==> config.mk <==
export PLATFORM = sky130hd
export DESIGN_NAME = demo_sequencer
export DESIGN_NICKNAME = d
export VERILOG_FILES = /design/src/rtl/demo_sequencer.sv
export SDC_FILE = /design/constraint.sdc
export NUM_CORES = 1
export LEC_CHECK = 0
export CORE_MARGIN = 4
export CORE_UTILIZATION = 52
export DETAILED_ROUTE_END_ITERATION = 6
export GPL_ROUTABILITY_DRIVEN = 0
export PLACE_DENSITY = 0.95
export SYNTH_ARGS = -nofsm -noshare
export SYNTH_HDL_FRONTEND = slang
export SYNTH_SLANG_ARGS = --single-unit
==> constraint.sdc <==
create_clock -name clk -period 3 [get_ports clk]
set_clock_uncertainty 0.15 [all_clocks]
set_input_delay 0.45 -clock clk [delete_from_list [all_inputs] [get_ports clk]]
set_output_delay 0.45 -clock clk [all_outputs]
set_load 0.01 [all_outputs]
==> src/rtl/demo_sequencer.sv <==
`default_nettype none
// ============================================================================
// Module   : demo_sequencer
// Brief    : Play/pause/skip/restart demo timer with frame-aligned commands
//            and audio (per-cycle) / video (per-frame) control re-registering.
// Revision : 1.0 - initial release
// ============================================================================
module demo_sequencer #(
    parameter int                      TIME_BITS    = 13,
    parameter int                      CONTROL_BITS = 20,
    parameter logic [CONTROL_BITS-1:0] AUDIO_MASK   = '0
) (
    input  logic                    clk,
    input  logic                    reset,
    input  logic                    step_tick,
    input  logic                    frame_start,
    input  logic                    loop_en,
    input  logic                    cmd_valid,
    input  logic [1:0]              cmd,
    output logic                    cmd_ready,
    output logic [TIME_BITS-1:0]    timer,
    input  logic [CONTROL_BITS-1:0] control_in,
    output logic [CONTROL_BITS-1:0] control,
    output logic                    pattern_start,
    output logic                    running,
    output logic                    done
);

    localparam int         c_pat_bits = TIME_BITS - 10;
    localparam logic [1:0] c_cmd_play    = 2'd0;
    localparam logic [1:0] c_cmd_pause   = 2'd1;
    localparam logic [1:0] c_cmd_skip    = 2'd2;
    localparam logic [1:0] c_cmd_restart = 2'd3;

    typedef enum logic [1:0] {
        ST_STOP  = 2'd0,
        ST_RUN   = 2'd1,
        ST_PAUSE = 2'd2,
        ST_DONE  = 2'd3
    } state_t;

    state_t                  r_state;
    logic [TIME_BITS-1:0]    r_timer;
    logic                    r_pending;
    logic [1:0]              r_cmd;
    logic                    r_frame_d;
    logic [CONTROL_BITS-1:0] r_control;
    logic                    r_pattern_start;
    logic                    r_running;
    logic                    r_done;

    state_t                  w_state_next;
    logic [TIME_BITS-1:0]    w_timer_next;
    logic                    w_apply;
    logic [c_pat_bits-1:0]   w_pat;
    logic [c_pat_bits-1:0]   w_pat_inc;
    logic [CONTROL_BITS-1:0] w_control_next;

    assign w_apply   = r_pending && frame_start;
    assign w_pat     = r_timer[TIME_BITS-1:10];
    assign w_pat_inc = w_pat + {{(c_pat_bits-1){1'b0}}, 1'b1};

    // An applied command always wins over a coincident step tick.
    always_comb begin
        w_state_next = r_state;
        w_timer_next = r_timer;
        if (w_apply) begin
            case (r_cmd)
                c_cmd_play: begin
                    if (r_state == ST_DONE) begin
                        w_timer_next = '0;
                    end
                    w_state_next = ST_RUN;
                end
                c_cmd_pause: begin
                    if (r_state == ST_RUN) begin
                        w_state_next = ST_PAUSE;
                    end
                end
                c_cmd_skip: begin
                    if (r_state != ST_DONE) begin
                        if (&w_pat) begin
                            if (loop_en) begin
                                w_timer_next = '0;
                            end else begin
                                w_timer_next = '1;
                                w_state_next = ST_DONE;
                            end
                        end else begin
                            w_timer_next = {w_pat_inc, 10'd0};
                        end
                    end
                end
                default: begin
                    w_timer_next = '0;
                    w_state_next = ST_RUN;
                end
            endcase
        end else if (step_tick && (r_state == ST_RUN)) begin
            if (&r_timer) begin
                if (loop_en) begin
                    w_timer_next = '0;
                end else begin
                    w_state_next = ST_DONE;
                end
            end else begin
                w_timer_next = r_timer + {{(TIME_BITS-1){1'b0}}, 1'b1};
            end
        end
    end

    // Video bits load only in the cycle after frame_start, audio bits always.
    assign w_control_next = r_frame_d ? control_in
                          : ((control_in & AUDIO_MASK) | (r_control & ~AUDIO_MASK));

    always_ff @(posedge clk or posedge reset) begin
        if (reset) begin
            r_state         <= ST_STOP;
            r_timer         <= '0;
            r_pending       <= 1'b0;
            r_cmd           <= 2'd0;
            r_frame_d       <= 1'b0;
            r_control       <= '0;
            r_pattern_start <= 1'b0;
            r_running       <= 1'b0;
            r_done          <= 1'b0;
        end else begin
            r_state         <= w_state_next;
            r_timer         <= w_timer_next;
            r_running       <= (w_state_next == ST_RUN);
            r_done          <= (w_state_next == ST_DONE);
            r_pattern_start <= (w_timer_next[TIME_BITS-1:10] != w_pat);
            r_frame_d       <= frame_start;
            r_control       <= w_control_next;
            if (w_apply) begin
                r_pending <= 1'b0;
            end else if (cmd_valid && !r_pending) begin
                r_pending <= 1'b1;
                r_cmd     <= cmd;
            end
        end
    end

    assign cmd_ready     = !r_pending;
    assign timer         = r_timer;
    assign control       = r_control;
    assign pattern_start = r_pattern_start;
    assign running       = r_running;
    assign done          = r_done;

endmodule
`default_nettype wire

### After elaboration in Yosys (flattened, before gate mapping)

Cells that the tools add are included.

* bits of input ports: 28
* output and inout bits: 37
* flip-flop bits (word level): 42
* word-level logic and storage cells: 55

* add/sub/neg operators: 2
* bitwise gates (word level): 1
* equal/unequal tests: 12
* reductions and logical operators: 11
* mux-type cells: 19

Operator list (number)
* 13-bit two-way mux: 8
* 13-bit case mux with 3 select lines: 1
* 2-bit two-way mux: 7
* 13-bit by 1-bit adder with 13-bit output (second input constant): 1
* 13-bit AND reduction: 1
* 3-bit != test (second input constant): 3
* 2-bit by 1-bit == test with 1-bit output (second input constant): 3
* 2-bit == test (second input constant): 3
* 5-bit AND reduction: 1
* 2-bit != test (second input constant): 2
* 2-bit case mux with 2 select lines: 1
* 2-bit nonzero test: 2
* 3-bit by 1-bit adder with 3-bit output (second input constant): 1
* 1-bit logical AND: 3
* 3-bit != test: 1
* 3-bit AND reduction: 1
* 2-bit logical NOT: 1
* 1-bit two-way mux: 2
* 2-bit AND reduction: 1
* 1-bit logical NOT: 1
* 1-bit NOT: 1

### Logic depth before layout (Yosys ltp)

Gate-level depths: netlist (run 1).

* word-level depth: 6
* gate-level depth with buffers: 8
* depth with buffers taken out: 8

### Worst setup path after synthesis (run 1)

OpenSTA, ideal clock, no wires.

* kind: reg2reg
* start point: register r_timer[0] (netlist: timer[0])
* end point: register r_timer[0] (netlist: timer[0])
* data arrival time: 1.802 ns
* data required time: 2.725 ns
* clock period less this slack: 2.077 ns
* buffers on the path: 0
* library setup time: 0.125 ns
* setup slack: 0.923 ns
* stages on the path, launching flop included: 7
* path through: dfrtp_1 ha_1 nand3_2 nor4_2 nand2b_1 mux2_4 mux2_2

* word-level cells in the longest chain between the ends: 4
* elaborated cells on any way between the ends: 7
* those cells by class: add/sub (1); eq/ne (1); mux (3); reduce/logical (2)

Ends and longest elaborated chain
* from (decl): line 43 `logic [TIME_BITS-1:0] r_timer;`
* from (signal assigned): line 129 `r_timer <= w_timer_next;`
* 13-bit by 1-bit adder with 13-bit output / 13-bit AND reduction (equally long branches): line 107, 100
* 13-bit two-way mux: line 100 `if (&r_timer) begin`
* 13-bit two-way mux: line 99 `end else if (step_tick && (r_state == ST_RUN)) begin`
* 13-bit two-way mux: line 67 `if (w_apply) begin`

Several ways; a longest one is shown, not always the timed one. The select of a mux whose other input is x is not followed.
A chain may end at the register's enable or synchronous reset.

### Final worst setup path (run 1)

* start point: register r_timer[10] (netlist: timer[10])
* end point: register r_pattern_start (netlist: pattern_start)

* word-level cells in the longest chain between the ends: 6
* elaborated cells on any way between the ends: 13
* those cells by class: add/sub (2); eq/ne (1); mux (8); reduce/logical (2)

Ends and longest elaborated chain
* parallel branches: the longest is 5 deep, another holds 13-bit by 1-bit adder with 13-bit output
* 3-bit != test *: line 132 `r_pattern_start <= (w_timer_next[TIME_BITS-1:10] != w_pat);`
* to (signal assigned): line 132
* to (decl): line 48 `logic r_pattern_start;`

Every way passes the cells marked *. The select of a mux whose other input is x is not followed.

==> summary.md, run 1 <==
The flow ran to the end, and the final reports show no timing, DRC or antenna violations. The top-area cell type share of the netlist area is 0.4487, and the die area is 5642 µm². STA classifies the critical path endpoint as a flip-flop. The shortest period the worst path allows is 2.662 ns, and the post-layout net count is 320.

The run gives 24 as the number of standard-cell rows in the floorplan. Class of the most critical hold timing path: flip-flop to flip-flop. After detailed routing, the average wire length per cell comes to 16.66 µm. The tools report the number of antenna violations at the first check in global routing as 0. The repair_antennas step left the layout with diodes totalling 0. The total DRC errors in the routed layout is 0, and the number of vias in the routed layout is 1917. In this run the deepest clock path goes through 2 buffers. The critical path startpoint category is a flip-flop. The power density over the cells was 569.7 nW/µm²; the proportion of synthesized chip area in sequential cells was 0.4487. For the normalized max-slew margin, the log shows 0.4591. The run gives 0.7149 as the post-layout utilization of the core. The run gives 45 as the number of distinct library cell variants in the gate-level netlist after synthesis.

The global-route wire length before repair is 9039 µm, and the hold-fix buffer count after cts is 0. The tools report the data required time at the worst endpoint as 3.02 ns. Setup repair after global routing left no endpoint under its margin. The reported leakage power came out at 0.001273 µW.

The run gives 375.7 MHz as the fmax. The via count of the first global-routing pass is 1844, and the proportion of register bits with asynchronous set or reset after synthesis is 1.000. TritonCTS built the clock tree.

For the final routed database, the setup TNS stands at 0 ns. Starting utilization of the core area: 0.5379. Library cell used as clock root buffer: sky130_fd_sc_hd__clkbuf_8. After clock tree synthesis, the repair step resized 0 gates.

For the TritonCTS buffer count, the log shows 5. The routed design has 5616 µm of wire. In this run the worst path has a maximum fanout of 18. Clock-pin slew was measured on the worst setup and hold paths at 0.08 ns.

At the pin with the least slew margin, the transition time is 0.8114 ns. Setup violations remaining at the end of the flow were counted as 0. The run gives 0 as the count of antenna-violating nets left after detailed routing. 65 I/O pins were placed.

The prevailing post-synth register cell was sky130_fd_sc_hd__dfrtp_1. The logs give 2342 µm² for the post-synthesis instance area and 4354 µm² for the floorplan core area. The layout has 306 filler cells. The final count of pins violating max slew is 0, and the vertical die dimension is 75.12 µm.

The per-cell via count in the routed design was 5.688. From synthesis to final layout, the design area changed by 32.91%. For the number of instances in the synthesized netlist, the log shows 221.

The biggest area contributor in the post-synthesis netlist is sky130_fd_sc_hd__dfrtp_1. In this run, synthesis produced a sequential element count of 42. The logs give 0 for the number of setup buffers added after CTS and 0 for the final hold violation count. Overall die width: 75.12 µm.

Max-cap violations in this run came to 0. The number of sinks driven by the clock tree was 42. The run gives 2.68 ns as the critical path arrival.

The tools report the final critical-path setup slack as 0.3380 ns. Total global routing overflow: 0. The H-tree was split into 2 levels. Sorting the synthesized cells by area gives the leading types as sky130_fd_sc_hd__dfrtp_1 (45%), sky130_fd_sc_hd__mux2_2 (12%), sky130_fd_sc_hd__o21ai_0 (4.5%).

Yosys printed 0 warnings. The mean cell area of the mapped netlist came out at 10.60 µm². The fraction of final layout cells sized beyond drive strength 1 came out at 0.1754. The post-place setup slack is 0.3757 ns, and the post-synthesis net count is 257. For the first-pass detailed-route iteration total, the log shows 5. Summing all placed instances gives a cell area of 3003 µm². The HPWL after detailed placement is 4113 µm.

The classification of the worst setup path was flip-flop to flip-flop. The clock reaches the later pin of the worst-skew pair after 0.30 ns. VDD sags by at most 0.3446 mV.

The global-route usage over all layers is 0.2093, and the count of input and output buffers is 64. Entering global routing, the biggest net connects 43 pins. After the first detailed-routing iteration, the DRC count stood at 115.

The run gives 0.3595 ns as the worst hold slack after final layout. The number of enable flip-flop cells after synthesis was 0. With fillers left out, the area of the finished cells amounts to 3113 µm². Share of the cycle needed by the critical path after routing: 0.8873.
==> synth_stat cells (2+ instances only) <==
cell type                  count
sky130_fd_sc_hd__buf_6         2
sky130_fd_sc_hd__o21bai_1      2
sky130_fd_sc_hd__clkbuf_1      4
sky130_fd_sc_hd__nor2_1       16
sky130_fd_sc_hd__a21oi_1      10
sky130_fd_sc_hd__ha_1          8
sky130_fd_sc_hd__nor3_1        2
sky130_fd_sc_hd__nand2_1      12
sky130_fd_sc_hd__mux2_2       24
sky130_fd_sc_hd__mux2i_1       2
sky130_fd_sc_hd__a31oi_1       4
sky130_fd_sc_hd__and2b_2       2
sky130_fd_sc_hd__nand4_1       4
sky130_fd_sc_hd__and3_1        2
sky130_fd_sc_hd__o21a_1        2
sky130_fd_sc_hd__a211oi_1      2
sky130_fd_sc_hd__dfrtp_1      42
sky130_fd_sc_hd__o211ai_1      2
sky130_fd_sc_hd__a22oi_1       2
sky130_fd_sc_hd__nand3_2       2
sky130_fd_sc_hd__and2_1        2
sky130_fd_sc_hd__inv_1         9
sky130_fd_sc_hd__o31a_2        6
sky130_fd_sc_hd__nand2b_1      7
sky130_fd_sc_hd__buf_2         3
sky130_fd_sc_hd__nand3_1       3
sky130_fd_sc_hd__o22ai_1       4
sky130_fd_sc_hd__o21ai_0      21
sky130_fd_sc_hd__nor2b_1       4
==> routing by layer <==
| metal | GRT usage | up-vias | routed length (µm) |
|---|---|---|---|
| li1 | - | 935 | - |
| met1 | 0.2921 | 900 | 2457 |
| met2 | 0.3308 | 75 | 2578 |
| met3 | 0.05474 | 7 | 528 |
| met4 | 0.04150 | 0 | 51 |
| met5 | 0 | - | 0 |
==> per-stage QoR <==
stage | cells | power, µW
global route | 337 | 1883
finish | 337 | 1773
CTS | 337 | 1785
floorplan | 221 | 1110
global placement | 329 | 1305
detailed placement | 329 | 1328
==> placed cells by master (no fill, tap or decap), drive strengths merged, types with 2 or more instances in the layout <==
master,n
a211oi,2
a21oi,10
a221oi,2
a22oi,2
a31oi,4
and2,2
and2b,2
and3,2
clkbuf,6
clkdlybuf4s50,64
dfrtp,42
ha,8
inv,9
mux2,25
mux2i,2
nand2,12
nand2b,7
nand3,5
nand4,5
nor2,16
nor2b,4
nor3,3
o211ai,2
o21a,2
o21ai,22
o21bai,2
o22ai,4
o31a,6
==> kinds of logic (layout without fill, tap and decap cells) <==
group,Yosys count,count (layout),synth area share
buf+inv,18,82,0.03685
fa+ha+maj,8,8,0.04274
simple gates,62,62,0.1517
mux,27,27,0.1303
flops,42,42,0.4487
compound gates,64,64,0.1896
==> state kept, by name (all words and copies together) (netlist names) <==
name,count
control,20
timer,13
r_cmd,2
r_state,2
done,1
pattern_start,1
r_frame_d,1
r_pending,1
running,1
==> path summary, 6_finish.rpt <==
path,to,cells past startpoint,slack (ns),startpoint
min in group asynchronous,done,3,0.44,reset
setup / recovery,pattern_start,7,0.34,timer[10]
max in group asynchronous,timer[10],3,1.91,reset
hold / removal,control[13],1,0.36,control[13]
setup reg to reg,pattern_start,7,0.34,timer[10]
hold reg to reg,control[13],1,0.36,control[13]
==> layout make-up <==
cell class / instances / area (µm²) / area share
multi-input combinational: 161 / 1205 / 0.3871
sequential: 42 / 1051 / 0.3376
timing repair buffer: 65 / 648.1 / 0.2082
clock buffer: 6 / 72.57 / 0.02331
tap: 52 / 65.06 / 0.02090
clock inverter: 2 / 37.54 / 0.01206
inverter: 9 / 33.78 / 0.01085
==> critical path: stages (launching register included) <==
cell and delay (ns):
sky130_fd_sc_hd__dfrtp_1 0.56, sky130_fd_sc_hd__ha_1 0.33, sky130_fd_sc_hd__nand4_1 0.26, sky130_fd_sc_hd__o311ai_4 0.65, sky130_fd_sc_hd__nand2b_1 0.21, sky130_fd_sc_hd__nor3_1 0.06, sky130_fd_sc_hd__a221oi_2 0.19, sky130_fd_sc_hd__o211ai_1 0.12
==> report_power, final <==
group          switching [µW]  total, µW  internal [µW]
Clock                     202        450            248
Sequential                108        747            639
Combinational             274        576            302
Power figures use the tool's default switching activity.
==> run 2, diff against run 1 <==
--- a/config.mk
+++ b/config.mk
@@ -6,7 +6,8 @@
 export NUM_CORES = 1
 export LEC_CHECK = 0
 export CORE_MARGIN = 4
-export CORE_UTILIZATION = 52
+export CORE_UTILIZATION = 50
+export CTS_CLUSTER_SIZE = 8
 export DETAILED_ROUTE_END_ITERATION = 6
 export GPL_ROUTABILITY_DRIVEN = 0
 export PLACE_DENSITY = 0.95
==> summary.md, run 2 (same netlist as run 1, synthesis figures left out) <==
The H-tree level count was 2 (unchanged). The class of the most critical hold timing path is flip-flop to flip-flop (unchanged). The HPWL reported at the end of detailed placement was 4094 µm (was 4113 µm); the data required time at the worst endpoint was 3.01 ns (was 3.02 ns). The final count of pins violating max slew was 0 (unchanged). The worst ir drop on vdd is 0.3671 mV (was 0.3446 mV), and the instance area at placement is 3003 µm² (unchanged). The via count of the first global-routing pass came out at 1981 (was 1844). The run finished with clean final reports. The starting DRC count in detailed routing was 123 (was 115); the global-route wire length before repair was 9846 µm (was 9039 µm). The number of setup buffers added after CTS is 0 (unchanged).

The share of the cycle needed by the critical path after routing was 0.9234 (was 0.8873). The worst flop-to-flop path startpoint was timer[10] (unchanged). The TritonCTS buffer count is 5 (unchanged).

Leading cell types in the layout, fill and taps excluded: sky130_fd_sc_hd__clkdlybuf4s50_1 (64), sky130_fd_sc_hd__dfrtp_1 (42), sky130_fd_sc_hd__mux2_2 (24), sky130_fd_sc_hd__o21ai_0 (21), sky130_fd_sc_hd__nor2_1 (16) (unchanged). The final non-filler cell total is 337 (unchanged). The run gives 4444 µm² (was 4354 µm²) as the floorplan core area. The run gives 4 (was 5) as the first-pass detailed-route iteration total. The slack of the worst reg-to-reg path is 0.23 ns (was 0.34 ns), and the count of cells along the worst register-to-register path is 7 (unchanged). The vertical die dimension is 76.45 µm (was 75.12 µm). The per-cell via count in the routed design was 5.843 (was 5.688). The run gives 0 (unchanged) as the total of max-cap violations.

The tools report the number of vias in the routed layout as 1969 (was 1917). For the starting utilization of the core area, the log shows 0.5270 (was 0.5379). The classification of the worst setup path is flip-flop to flip-flop (unchanged). The fmax was 361.0 MHz (was 375.7 MHz); the count of input and output buffers was 64 (unchanged). Count of antenna-violating nets left after detailed routing: 0 (unchanged).

The boundary pin count was 65 (unchanged); the number of standard-cell rows in the floorplan was 24 (unchanged). The post-CTS clock slew at the launch and capture registers of the worst setup and hold paths came out at 0.08 ns (about the same). The largest net degree at the start of global routing is 43 (unchanged), and the total negative slack for setup checks is 0 ns (unchanged). The tools report the number of antenna violations at the first check in global routing as 0 (unchanged). The run gives 2 (unchanged) as the largest buffer count on any clock path. The endpoint of the worst register-to-register path is pattern_start (unchanged). The most common cell after layout, fill and taps aside was sky130_fd_sc_hd__clkdlybuf4s50_1 (unchanged). The overall die width was 76.45 µm (was 75.12 µm). The number of sinks driven by the clock tree came out at 42 (unchanged). The tools report the diode insertion count for antenna repair as 0 (unchanged). The routed wirelength normalized by instance count is 17.19 µm (was 16.66 µm), and the post-place setup slack is 0.3401 ns (was 0.3757 ns). The run gives 0 (unchanged) as the total DRC errors in the routed layout.

The critical path startpoint category was a flip-flop (unchanged). The power density over the cells is 556.9 nW/µm² (was 569.7 nW/µm²), and the total global routing overflow is 0 (unchanged). The relative area change from synthesis to final layout was 32.26% (was 32.91%). The reported leakage power is 0.001269 µW (was 0.001273 µW), and the fraction of final layout cells sized beyond drive strength 1 is 0.1789 (was 0.1754).

Hold path startpoint: control[6] (was control[13]). The logs give 0.30 ns (about the same) for the clock latency reported for the late side of the worst-skew pair and 5793 µm (was 5616 µm) for the routed wire length. TritonCTS built the clock tree. Setup repair after global routing left no endpoint under its margin. The logs give 0 (unchanged) for the setup-violating endpoint count in the final report and 0.3600 ns (was 0.3595 ns) for the worst hold slack after final layout. Slew of the pin with the lowest slew margin: 0.7851 ns (was 0.8114 ns). For the hold-fix buffer count after cts, the log shows 0 (unchanged). The final hold violation count is 0 (unchanged), and the shortest period the worst path allows is 2.770 ns (was 2.662 ns). For the post-layout net count, the log shows 320 (unchanged). The library cell used as clock root buffer was sky130_fd_sc_hd__clkbuf_8 (unchanged). The tools report the kind of end point of the critical path as a flip-flop (unchanged). The maximum net fanout on the critical path is 18 (unchanged).

The normalized max-slew margin is 0.4766 (was 0.4591). The post-route cell area is 3098 µm² (was 3113 µm²), and the global-route usage over all layers is 0.2063 (was 0.2093). The worst setup path endpoint is pattern_start (unchanged). The flip-flop count of the largest register, all copies and words added was 20 (unchanged); the cell count after placement was 329 (unchanged). The logs give 0 (unchanged) for the number of gates resized after CTS and 0.2297 ns (was 0.3380 ns) for the final critical-path setup slack. Beginning of the critical path: timer[10] (unchanged). The tools report the critical path arrival as 2.78 ns (was 2.68 ns).

The die area is 5844 µm² (was 5642 µm²).
==> run 2: changes by cell type in the layout (fill, tap and decap cells not counted) <==
cell | before | now
sky130_fd_sc_hd__bufinv_16 | 1 | 0
sky130_fd_sc_hd__clkbuf_8 | 5 | 6
sky130_fd_sc_hd__clkinv_2 | 0 | 1
sky130_fd_sc_hd__clkbuf_1 | 1 | 0
==> run 2: worst min-delay path by stage <==
stage | end | cells after the start
after CTS | control[6] | 1
after floorplan | r_frame_d | 0
final | control[6] | 1
after detailed placement | control[6] | 1
after global routing | control[6] | 1
after global placement | control[9] | 1
==> run 2: where the power goes <==
part           switching [µW]  internal, µW  total [µW]
logic                     287           303         590
clock network             202           185         387
registers                 108           639         747
==> run 2: through the flow <==
step / util / power [µW]
finish: 0.6971 / 1725
global route: 0.6971 / 1831
CTS: 0.6971 / 1725
detailed placement: 0.6757 / 1335
global placement: 0.6757 / 1305
floorplan: - / 1110
==> run 2: cell type report <==
class / count / area [µm²]
Fill cell: 341 / 1346
Inverter: 9 / 33.78
Sequential cell: 42 / 1051
Tap cell: 52 / 65.06
Clock buffer: 6 / 82.58
Timing Repair Buffer: 65 / 648.1
Multi-Input combinational cell: 161 / 1205
Clock inverter: 2 / 12.51
==> run 2: layer usage <==
layer	GRT usage	part of all wire	vias to the layer above	wire length, µm
met1	0.2742	0.45	947	2606
met5	0	0	-	0
li1	-	-	932	-
met4	0.07428	0.017	0	100
met3	0.03901	0.051	13	298
met2	0.3357	0.48	77	2786
==> run 2: worst max-delay path, stage by stage (launching register included) <==
cell and delay [ns]:
sky130_fd_sc_hd__dfrtp_1 0.56, sky130_fd_sc_hd__ha_1 0.33, sky130_fd_sc_hd__nand4_1 0.26, sky130_fd_sc_hd__o311ai_4 0.66, sky130_fd_sc_hd__nand2b_1 0.23, sky130_fd_sc_hd__nor3_1 0.07, sky130_fd_sc_hd__a221oi_2 0.22, sky130_fd_sc_hd__o211ai_1 0.15
